==> src/rtl/timer_clint_pkg.sv <==
// Shared constants, types and helpers for the machine timer / software-interrupt unit.
package timer_clint_pkg;

    localparam logic [31:0] CLINT_BASE            = 32'h0200_0000;
    localparam logic [15:0] CLINT_MSIP_OFF        = 16'h0000;
    localparam logic [15:0] CLINT_MTIMECMP_OFF    = 16'h4000;
    localparam logic [15:0] CLINT_MTIMECMP_HI_OFF = 16'h4004;
    localparam logic [15:0] CLINT_MTIME_OFF       = 16'hBFF8;
    localparam logic [15:0] CLINT_MTIME_HI_OFF    = 16'hBFFC;

    typedef enum logic {
        ST_IDLE,
        ST_RESP
    } resp_state_t;

    typedef enum logic [2:0] {
        REG_NONE,
        REG_MSIP,
        REG_CMP_LO,
        REG_CMP_HI,
        REG_MTIME_LO,
        REG_MTIME_HI
    } reg_sel_t;

    // Byte offset inside the window; the two low address bits are ignored.
    function automatic reg_sel_t reg_decode(input logic [15:0] offset);
        logic [15:0] word_off;
        word_off = {offset[15:2], 2'b00};
        case (word_off)
            CLINT_MSIP_OFF:        return REG_MSIP;
            CLINT_MTIMECMP_OFF:    return REG_CMP_LO;
            CLINT_MTIMECMP_HI_OFF: return REG_CMP_HI;
            CLINT_MTIME_OFF:       return REG_MTIME_LO;
            CLINT_MTIME_HI_OFF:    return REG_MTIME_HI;
            default:               return REG_NONE;
        endcase
    endfunction

    function automatic logic [31:0] byte_merge(input logic [31:0] old_word,
                                               input logic [31:0] new_word,
                                               input logic [3:0]  mask);
        logic [31:0] merged;
        merged = old_word;
        for (int unsigned i = 0; i < 4; i++) begin
            if (mask[i]) begin
                merged[8*i +: 8] = new_word[8*i +: 8];
            end
        end
        return merged;
    endfunction

endpackage

==> src/rtl/timer_clint_mtime.sv <==
// Prescaler plus free-running 64-bit mtime counter with byte-masked lo/hi write ports.
module timer_clint_mtime
    import timer_clint_pkg::*;
#(
    parameter int unsigned PRESCALE = 1
) (
    input  logic        clk,
    input  logic        rst,
    input  logic        halt,
    input  logic        lo_we,
    input  logic        hi_we,
    input  logic [31:0] wdata,
    input  logic [3:0]  wmask,
    output logic [63:0] mtime,
    output logic        tick
);

    localparam logic [15:0] PRE_LAST = 16'(PRESCALE - 1);

    logic [15:0] pre_cnt;

    assign tick = !halt && (pre_cnt == PRE_LAST);

    always_ff @(posedge clk or negedge rst) begin
        if (!rst) begin
            pre_cnt <= '0;
            mtime   <= '0;
        end else begin
            // Halt freezes the count in place rather than clearing it.
            if (!halt) begin
                pre_cnt <= (pre_cnt == PRE_LAST) ? '0 : pre_cnt + 16'd1;
            end
            // A software write to either word wins over the tick increment.
            if (lo_we || hi_we) begin
                if (lo_we) mtime[31:0]  <= byte_merge(mtime[31:0],  wdata, wmask);
                if (hi_we) mtime[63:32] <= byte_merge(mtime[63:32], wdata, wmask);
            end else if (tick) begin
                mtime <= mtime + 64'd1;
            end
        end
    end

endmodule

==> src/rtl/timer_clint.sv <==
// Memory-mapped machine timer and software interrupt: dbus decode, response FSM,
// mtimecmp, msip and the registered timer compare.
module timer_clint
    import timer_clint_pkg::*;
#(
    parameter logic [31:0] BASE_ADDR = CLINT_BASE,
    parameter int unsigned PRESCALE  = 1
) (
    input  logic        clk,
    input  logic        rst,
    input  logic        I_req,
    input  logic        I_we,
    input  logic [31:0] I_addr,
    input  logic [31:0] I_data,
    input  logic [3:0]  I_mask,
    input  logic        I_dbg_halt,
    output logic [31:0] O_data,
    output logic        O_ready,
    output logic        O_timer_int,
    output logic        O_soft_int
);

    resp_state_t state;
    reg_sel_t    sel;
    logic        accept;
    logic        wr_acc;
    logic [63:0] mtime;
    logic [63:0] mtimecmp;
    logic        msip;
    logic        mtime_tick;
    logic [31:0] rd_word;
    logic        unused_bits;

    assign sel    = reg_decode(I_addr[15:0]);
    assign accept = (state == ST_IDLE) && I_req && (I_addr[31:16] == BASE_ADDR[31:16]);
    assign wr_acc = accept && I_we;

    assign unused_bits = ^{I_addr[1:0], mtime_tick};

    timer_clint_mtime #(
        .PRESCALE (PRESCALE)
    ) u_mtime (
        .clk   (clk),
        .rst   (rst),
        .halt  (I_dbg_halt),
        .lo_we (wr_acc && (sel == REG_MTIME_LO)),
        .hi_we (wr_acc && (sel == REG_MTIME_HI)),
        .wdata (I_data),
        .wmask (I_mask),
        .mtime (mtime),
        .tick  (mtime_tick)
    );

    always_comb begin
        rd_word = '0;
        case (sel)
            REG_MSIP:     rd_word = {31'd0, msip};
            REG_CMP_LO:   rd_word = mtimecmp[31:0];
            REG_CMP_HI:   rd_word = mtimecmp[63:32];
            REG_MTIME_LO: rd_word = mtime[31:0];
            REG_MTIME_HI: rd_word = mtime[63:32];
            default:      rd_word = '0;
        endcase
    end

    always_ff @(posedge clk or negedge rst) begin
        if (!rst) begin
            state       <= ST_IDLE;
            O_ready     <= 1'b0;
            O_data      <= '0;
            mtimecmp    <= '1;
            msip        <= 1'b0;
            O_timer_int <= 1'b0;
        end else begin
            O_timer_int <= (mtime >= mtimecmp);
            case (state)
                ST_IDLE: begin
                    if (accept) begin
                        state   <= ST_RESP;
                        O_ready <= 1'b1;
                        O_data  <= rd_word;
                        if (I_we) begin
                            case (sel)
                                REG_MSIP:   if (I_mask[0]) msip <= I_data[0];
                                REG_CMP_LO: mtimecmp[31:0]  <= byte_merge(mtimecmp[31:0],  I_data, I_mask);
                                REG_CMP_HI: mtimecmp[63:32] <= byte_merge(mtimecmp[63:32], I_data, I_mask);
                                default: ;
                            endcase
                        end
                    end
                end
                ST_RESP: begin
                    state   <= ST_IDLE;
                    O_ready <= 1'b0;
                    O_data  <= '0;
                end
                default: begin
                    state   <= ST_IDLE;
                    O_ready <= 1'b0;
                    O_data  <= '0;
                end
            endcase
        end
    end

    assign O_soft_int = msip;

endmodule

==> config.mk <==
export PLATFORM = sky130hd
export DESIGN_NAME = timer_clint
export DESIGN_NICKNAME = d
export VERILOG_FILES = /design/src/rtl/timer_clint_pkg.sv /design/src/rtl/timer_clint_mtime.sv /design/src/rtl/timer_clint.sv
export SDC_FILE = /design/constraint.sdc
export NUM_CORES = 1
export LEC_CHECK = 0
export BUFFER_PORTS_ARGS = -buffer_cell sky130_fd_sc_hd__buf_2
export CORE_MARGIN = 5
export CORE_UTILIZATION = 45
export DETAILED_ROUTE_END_ITERATION = 6
export PLACE_DENSITY = 0.75
export SLEW_MARGIN = 20
export SYNTH_ARGS = -nofsm -noshare
export SYNTH_HDL_FRONTEND = slang
export SYNTH_SLANG_ARGS = --single-unit
==> constraint.sdc <==
create_clock -name clk -period 3.7 [get_ports clk]
set_clock_uncertainty 0.2 [all_clocks]
set_input_delay 0.37 -clock clk [delete_from_list [all_inputs] [get_ports clk]]
set_output_delay 0.37 -clock clk [all_outputs]
set_load 0.02 [all_outputs]
==> results of run 1 <==
[critical path, stage by stage, from the launching register on]
cell	delay [ns]
dfrtp_1	0.41
nor4b_1	0.69
and2_1	0.26
nand4_1	0.14
nand2_1	0.64
nand2_1	0.43
a22o_1	0.32
[repair_timing]
item                      in CTS  in global routing
buffers inserted               0                  0
hold buffers                   2                  0
gates resized for setup        0                  0
hold endpoints to repair      39                  0
[registers in the layout, summed over array words and instances (netlist names)]
name,flops
u_mtime.pre_cnt,16
mtimecmp,64
O_soft_int,1
O_ready,1
O_data,32
u_mtime.mtime,64
state,1
O_timer_int,1
[final cells by class]
class / count / area [sq um]
Multi-Input combinational cell: 928 / 6400
Clock inverter: 13 / 218
Inverter: 79 / 297
Sequential cell: 180 / 4580
Clock buffer: 19 / 453
Tap cell: 330 / 413
Fill cell: 2265 / 11800
Timing Repair Buffer: 159 / 980
[final timing paths]
| kind | from | end | slack [ns] | cells past startpoint |
|---|---|---|---|---|
| max | state | u_mtime.mtime[35] | 0.49 | 6 |
| min | I_data[4] | u_mtime.mtime[4] | 0.01 | 3 |
| max reg2reg | state | u_mtime.mtime[35] | 0.49 | 6 |
| min reg2reg | O_data[14] | O_data[14] | 0.29 | 2 |
| min in group asynchronous | rst | state | 0.23 | 2 |
| max in group asynchronous | rst | mtimecmp[50] | 2.20 | 3 |
[stage by stage]
stage / setup slack [ns] / instance area [sq um] / util [%]
floorplan: 1.17 / 11500 / -
global route: 0.336 / 13300 / 53.0
CTS: 0.581 / 13300 / 53.0
finish: 0.492 / 13300 / 53.0
global placement: 0.618 / 12700 / 50.3
detailed placement: 0.540 / 12700 / 50.3
[placed cells by master (no fill, tap or decap), types with 33 or more instances in the layout]
cell,count
buf_4,49
dfrtp_1,116
inv_1,79
ha_1,67
a21oi_1,53
mux2_2,62
dfstp_2,64
and3_1,33
buf_2,104
o211ai_1,53
nor2_1,57
nand2_1,140
nand4_1,49
o21ai_0,46
nand3_1,69
[report_power, final]
part,switching (mW),internal (mW)
sequential,0.0611,2.01
combinational,0.156,0.0959
clock,0.845,1.25
[layer usage]
layer / up-vias / track usage, % / share of wire [%]
met3: 98 / 5.74 / 10
met4: 2 / 8.54 / 3.1
met5: - / 0 / 0.029
met1: 5344 / 35.9 / 42
li1: 5002 / - / -
met2: 620 / 39.5 / 45
[kinds of logic after synthesis]
group / count (synthesis) / synth area share (%)
and+or+nand+nor: 469 / 21.2
AOI/OAI and AO/OA: 309 / 19.2
DFF: 180 / 39.8
buffers and inverters: 143 / 4.90
muxes: 68 / 6.58
adders and majority gates: 67 / 7.27
xor gates and xnor gates: 15 / 1.14
==> reports/metrics.csv, run 1 <==
stage,metric,value,unit
floorplan,die height,170,microns
logic_synthesis,#FFs+latches synth,180,
logic_synthesis,Area contributors post-synth,"dfrtp_1 (25%), dfstp_2 (15%), ha_1 (7.3%)",
clock_network,H-tree depth,4,
hold_path,Hold Crit Class,input port to register,
global_routing,largest net degree at the start of global routing,69,
place,post-DP HPWL,27100,microns
clock_network,CTS tree,built,
logic_synthesis,Synth top cells by count,"nand2_1 (140), dfrtp_1 (116), inv_1 (79), nand3_1 (69), ha_1 (67)",
finish,area grow syn2layout,15.8,%
job,Max Cap Viol,0,
timing,Tmin final,3.21,ns
route,detailed-route wire length per cell,21.9,microns
logic_synthesis,number of flops mapped to enable cells by yosys,0,
timing,post-route clock period utilization,86.7,%
clock_network,Root Driver,clkbuf_16,
logic_synthesis,Yosys cell types,78,
global_routing,global-route wire length before repair,59200,microns
floorplan,core area,25200,sq um
logic_synthesis,most frequent cell after synthesis,nand2_1,
logic_synthesis,Mapped Cells,1251,
setup_path,CP arrival,3.34,ns
timing,fin. max-slew vios,0,
timing,Rel. slew slack,45.6,%
route,vias,11100,
finish,antenna cells,0,
route,overall routed net length,37400,microns
logic_synthesis,sequential element share of the synthesized area,39.8,%
logic_synthesis,"Top FF cell, synth",dfrtp_1,
finish,final-stage net count,1505,
pwr,Peak VDD IR,0.288,mV
logic_synthesis,Synth top area share,25.2,%
setup_path,crit path launch type,register,
global_routing,vias in the first global route,10800,
timing,count of final setup violators,0,
logic_synthesis,cell accounting for the most synthesized area,dfrtp_1,
route,1st-pass router iterations,7,
clock_network,clock sink total,180,
route,# DRC,2,
setup_path,Worst setup EP type,register,
setup_path,WS Path Type,register to register,
place,GPL Wtd Cong,0.965,
timing,setup TNS,0,ns
clock_network,register clock-pin slew on the reported worst setup and hold paths,0.08,ns
floorplan,Initial Util,45.8,%
timing,final hold slack,0.0141,ns
timing,slew of the pin with the lowest slew margin,0.814,ns
logic_synthesis,syn nets,1391,
finish,"non-filler cells, final",1708,
route,Antenna Nets Post-Route,0,
logic_synthesis,syn avg cell area,9.21,sq um
global_routing,Tot GR Track Use,25.6,%
clock_network,TritonCTS Buffers,17,
floorplan,Die Width,170,microns
global_routing,initial antenna violation count,1,
global_routing,global route total overflow,0,
logic_synthesis,cell area after synthesis,11500,sq um
pwr,LEAKAGE,5.41,nW
place,PortBufs,105,
clock_network,CTS max path bufs,2,
floorplan,die area,28900,sq um
finish,layout cells sized above 1,24.6,%
timing,RSZ-0062 raised after global routing,no,
floorplan,Rows,58,
setup_path,crit-path max FO,18,
clock_network,clk_lat worst skew,0.45,ns
floorplan,IO Pins,108,
timing,Final Hold Fails,0,
status,failing checks,DRC,
setup_path,CP required,3.83,ns
logic_synthesis,YS warnings,0,
pwr,Power Dens Cells,331,nW/um^2
logic_synthesis,fraction of registers with async set/reset,100,%
status,status,"finished, violations left",
route,vias per cell,6.48,
route,DRT iter0 DRCs,1468,
timing,top achievable clock speed,0.312,GHz
place,placed insts,1674,
pwr,Total Power,4.42,mW
(Power assumes the default switching activity.)
==> run 2, diff against run 1 <==
--- a/config.mk
+++ b/config.mk
@@ -13,4 +13,5 @@
 export SLEW_MARGIN = 20
 export SYNTH_ARGS = -nofsm -noshare
 export SYNTH_HDL_FRONTEND = slang
+export SYNTH_HIERARCHICAL = 1
 export SYNTH_SLANG_ARGS = --single-unit
==> reports/metrics.csv, run 2 <==
stage,metric,value,unit
global_routing,global-route wire length before repair,57600,microns
timing,Final Hold Fails,0,
route,vias per cell,6.33,
setup_path,FF-to-FF setup slack,0.55,ns
route,DRT iter0 DRCs,1248,
floorplan,die height,170,microns
finish,antenna cells,0,
status,status,"finished, violations left",
route,vias,10800,
pwr,LEAKAGE,5.58,nW
global_routing,largest net degree at the start of global routing,122,
clock_network,CTS max path bufs,2,
global_routing,vias in the first global route,10500,
route,# DRC,5,
timing,final hold slack,0.0117,ns
global_routing,Tot GR Track Use,25.2,%
finish,Top Registers,"mtimecmp (64), u_mtime/mtime (64), O_data (32)",
clock_network,clock sink total,180,
clock_network,TritonCTS Buffers,17,
place,GPL Wtd Cong,0.992,
timing,Rel. slew slack,36.6,%
job,Max Cap Viol,0,
finish,final-stage net count,1499,
place,placed insts,1668,
floorplan,IO Pins,108,
route,1st-pass router iterations,7,
finish,"non-filler cells, final",1702,
timing,setup TNS,0,ns
timing,count of final setup violators,0,
floorplan,Rows,58,
place,PortBufs,105,
timing,RSZ-0062 raised after global routing,no,
setup_path,Worst setup EP type,register,
finish,Final Util,52.3,%
floorplan,Initial Util,45.6,%
finish,area grow syn2layout,14.8,%
setup_path,CP required,3.81,ns
hold_path,Hold Crit Class,input port to register,
floorplan,core area,25200,sq um
clock_network,register clock-pin slew on the reported worst setup and hold paths,0.07,ns
finish,layout cells sized above 1,25.7,%
clock_network,CTS tree,built,
timing,post-route clock period utilization,85.0,%
pwr,Power Dens Cells,306,nW/um^2
finish,cell area after layout,13200,sq um
pwr,Peak VDD IR,0.220,mV
clock_network,clk_lat worst skew,0.44,ns
setup_path,CP arrival,3.26,ns
global_routing,initial antenna violation count,1,
timing,top achievable clock speed,0.318,GHz
place,Post-Place Cell Area,12600,sq um
logic_synthesis,Mapped Cells,1239,
clock_network,Resize count post-CTS,0,
route,detailed-route wire length per cell,21.5,microns
clock_network,H-tree depth,4,
setup_path,crit path launch type,register,
global_routing,global route total overflow,0,
place,post-DP HPWL,27100,microns
finish,"most common cell after layout, fill and taps aside",nand2_1,
setup_path,crit-path max FO,30,
timing,slew of the pin with the lowest slew margin,0.951,ns
route,overall routed net length,36600,microns
floorplan,Die Width,170,microns
finish,"commonest cells after routing, fill and taps aside","nand2_1 (124), a21oi_1 (117), dfrtp_1 (116), buf_2 (104), mux2_2 (83)",
floorplan,die area,28800,sq um
setup_path,WS Path Type,register to register,
logic_synthesis,syn avg cell area,9.27,sq um
logic_synthesis,syn nets,1379,
logic_synthesis,YS warnings,6,
status,failing checks,DRC,
clock_network,Root Driver,clkbuf_16,
logic_synthesis,cell area after synthesis,11500,sq um
route,Antenna Nets Post-Route,0,
timing,Tmin final,3.15,ns
timing,fin. max-slew vios,0,
[run 2: cell type report]
class / instances / area, sq um
Clock buffer: 21 / 450
Tap cell: 330 / 413
Fill cell: 2317 / 12000
Multi-Input combinational cell: 936 / 6460
Timing Repair Buffer: 146 / 870
Sequential cell: 180 / 4580
Inverter: 78 / 293
Clock inverter: 11 / 105
[run 2: stage by stage]
step	power [mW]	worst slack (ns)
after floorplan	2.15	0.209
after global placement	2.29	0.426
after detailed placement	2.30	0.365
after CTS	4.05	0.630
after global routing	4.16	0.423
final	4.03	0.554
[run 2: where the power goes]
part	total, mW	switching, mW	internal, mW
Combinational	0.232	0.148	0.0843
Sequential	2.04	0.0355	2.00
Clock	1.76	0.809	0.949
Total	4.03	0.992	3.03
[run 2: critical path, stage by stage, from the launching register on]
cell and delay, ns:
dfrtp_1 0.47, inv_1 0.11, nand3_1 0.13, nor3_2 0.33
and3_1 0.24, or2_2 0.16, buf_4 0.37, nor3_1 0.09
buf_4 0.18, a21oi_1 0.35, a21oi_1 0.06, o2bb2a_1 0.31
[run 2: final timing paths]
check	startpoint	end	depth (start not counted)
setup / recovery	state	u_mtime/mtime[15]	11
hold / removal	I_data[3]	mtimecmp[3]	2
setup reg to reg	state	u_mtime/mtime[15]	11
hold reg to reg	u_mtime/pre_cnt[15]	u_mtime/pre_cnt[15]	1
max in group asynchronous	rst	mtimecmp[60]	3
min in group asynchronous	rst	O_data[19]	2
[run 2: what timing repair did]
action / 4_1_cts / 5_1_grt
hold buffers: 2 / 0
hold endpoints to repair: 56 / 0
setup buffers: 0 / 0
[run 2: per-layer routing]
metal | GRT usage (%) | up-vias | wire length [microns]
met5 | 0 | - | 12
met4 | 9.28 | 2 | 1230
met3 | 5.54 | 92 | 3700
met2 | 39.5 | 577 | 16600
met1 | 34.4 | 5222 | 15100
li1 | - | 4884 | -
==> run 3, diff against run 2 <==
--- a/config.mk
+++ b/config.mk
@@ -6,6 +6,7 @@
 export NUM_CORES = 1
 export LEC_CHECK = 0
 export BUFFER_PORTS_ARGS = -buffer_cell sky130_fd_sc_hd__buf_2
+export CORE_ASPECT_RATIO = 1.1
 export CORE_MARGIN = 5
 export CORE_UTILIZATION = 45
 export DETAILED_ROUTE_END_ITERATION = 6
==> reports/metrics.csv, run 3 (synthesis gave the netlist of run 2 again) <==
stage,metric,value,unit
clock_network,CTS tree,built,
clock_network,Resize count post-CTS,0,
route,vias per cell,6.36,
finish,Top Registers,"mtimecmp (64), u_mtime/mtime (64), O_data (32)",
route,DRT iter0 DRCs,1422,
hold_path,Hold Path Origin,I_data[2],
setup_path,WS Path Type,input port to register,
clock_network,clock sink total,180,
setup_path,Worst R2R Start,u_mtime/pre_cnt[8],
clock_network,register clock-pin slew on the reported worst setup and hold paths,0.07,ns
route,Antenna Nets Post-Route,0,
floorplan,Die Width,162,microns
floorplan,Initial Util,45.6,%
setup_path,FF-to-FF setup slack,0.57,ns
clock_network,CTS max path bufs,2,
hold_path,Hold Path Sink,mtimecmp[34],
global_routing,largest net degree at the start of global routing,96,
clock_network,Root Driver,clkbuf_16,
floorplan,die area,28800,sq um
finish,Final Util,52.5,%
setup_path,Worst setup EP type,register,
status,status,finished clean,
global_routing,Tot GR Track Use,25.6,%
pwr,Power Dens Cells,308,nW/um^2
timing,Setup WS post-layout,0.552,ns
global_routing,initial antenna violation count,3,
route,detailed-route wire length per cell,22.0,microns
global_routing,global-route wire length before repair,57900,microns
clock_network,Post-CTS Setup Inserts,0,
timing,post-route clock period utilization,85.1,%
finish,antenna cells,0,
setup_path,crit path launch type,input port,
hold_path,Hold Crit Class,input port to register,
finish,area grow syn2layout,15.3,%
timing,setup TNS,0,ns
setup_path,crit-path max FO,27,
place,GPL Wtd Cong,0.976,
hold_path,WHS Path Cells,2,
clock_network,clk_lat worst skew,0.45,ns
finish,layout cells sized above 1,26.1,%
timing,Tmin final,3.15,ns
pwr,Total Power,4.08,mW
setup_path,CP required,3.86,ns
finish,"most common cell after layout, fill and taps aside",nand2_1,
place,post-DP HPWL,27400,microns
route,# DRC,0,
pwr,Peak VDD IR,0.271,mV
floorplan,core area,25200,sq um
finish,"commonest cells after routing, fill and taps aside","nand2_1 (124), a21oi_1 (117), dfrtp_1 (116), buf_2 (104), mux2_2 (83)",
timing,Rel. slew slack,26.4,%
pwr,LEAKAGE,5.62,nW
place,PortBufs,105,
floorplan,IO Pins,108,
clock_network,TritonCTS Buffers,17,
setup_path,CP arrival,3.30,ns
global_routing,global route total overflow,0,
route,overall routed net length,37300,microns
clock_network,H-tree depth,4,
floorplan,Rows,61,
timing,RSZ-0062 raised after global routing,no,
timing,Final Hold Fails,0,
setup_path,R2R Path End,u_mtime/mtime[35],
route,vias,10800,
job,Max Cap Viol,0,
setup_path,R2R depth,6,
finish,# fillers,2307,
timing,slew of the pin with the lowest slew margin,1.10,ns
timing,fin. max-slew vios,0,
timing,top achievable clock speed,0.318,GHz
route,1st-pass router iterations,7,
place,Setup WS pre-CTS,0.167,ns
timing,count of final setup violators,0,
clock_network,hold_buf cts,3,
global_routing,vias in the first global route,10400,
floorplan,die height,178,microns
timing,final hold slack,0.0195,ns
finish,final-stage net count,1506,
## run 3: changes by cell type in the layout (fill, tap and decap cells not counted), moves of 2 or more
cell,change
buf_4,+6
clkinv_2,-2
inv_6,+2
clkbuf_1,-2
inv_8,+2
## run 3: worst max-delay path, stage by stage
cell and delay, ns:
buf_2 0.10, nor4_2 0.06, a41oi_2 0.20, buf_4 0.43, nor2b_1 0.12, and3_1 0.21
or2_2 0.34, nor2_1 0.31, nand2_1 0.34, nand2_1 0.45, o221ai_1 0.20, a31oi_1 0.16
## run 3: stage by stage
stage	cells	area, sq um
6_report	1694	13200
5_1_grt	1694	13200
4_1_cts	1694	13200
3_5_place_dp	1659	12600
3_3_place_gp	1659	12600
2_1_floorplan	1239	11500
## run 3: final cells by class
class / instances / area, sq um / share of cell area (%)
Sequential cell: 180 / 4580 / 34.6
Multi-Input combinational cell: 936 / 6460 / 48.8
Clock buffer: 18 / 429 / 3.24
Clock inverter: 14 / 144 / 1.09
Tap cell: 315 / 394 / 2.98
Timing Repair Buffer: 153 / 927 / 7.01
Inverter: 78 / 293 / 2.21
## run 3: how the worst max path moves through the flow
stage	to	start	slack (ns)	cells past startpoint
after floorplan	u_mtime/mtime[49]	I_addr[4]	0.21	11
final	u_mtime/mtime[35]	I_addr[11]	0.55	12
after global routing	u_mtime/mtime[35]	I_addr[14]	0.34	12
after global placement	u_mtime/mtime[35]	I_addr[11]	0.26	12
after detailed placement	u_mtime/mtime[35]	I_addr[11]	0.17	12
after CTS	u_mtime/mtime[35]	I_addr[11]	0.61	12
## run 3: report_power, final
group          total, mW  switching (mW)  internal [mW]  leakage, nW
clock network       1.82           0.869          0.948        0.268
logic              0.229           0.145         0.0835         3.13
registers           2.03          0.0348           2.00         2.23
## run 3: layer usage
metal / routed length [microns] / GRT usage [%] / part of all wire (%) / vias to the layer above
met4: 1220 / 8.46 / 3.3 / 6
li1: - / - / - / 4896
met1: 15700 / 34.6 / 42 / 5201
met3: 3120 / 4.37 / 8.4 / 105
met2: 17300 / 41.9 / 46 / 564
met5: 22 / 0 / 0.059 / -
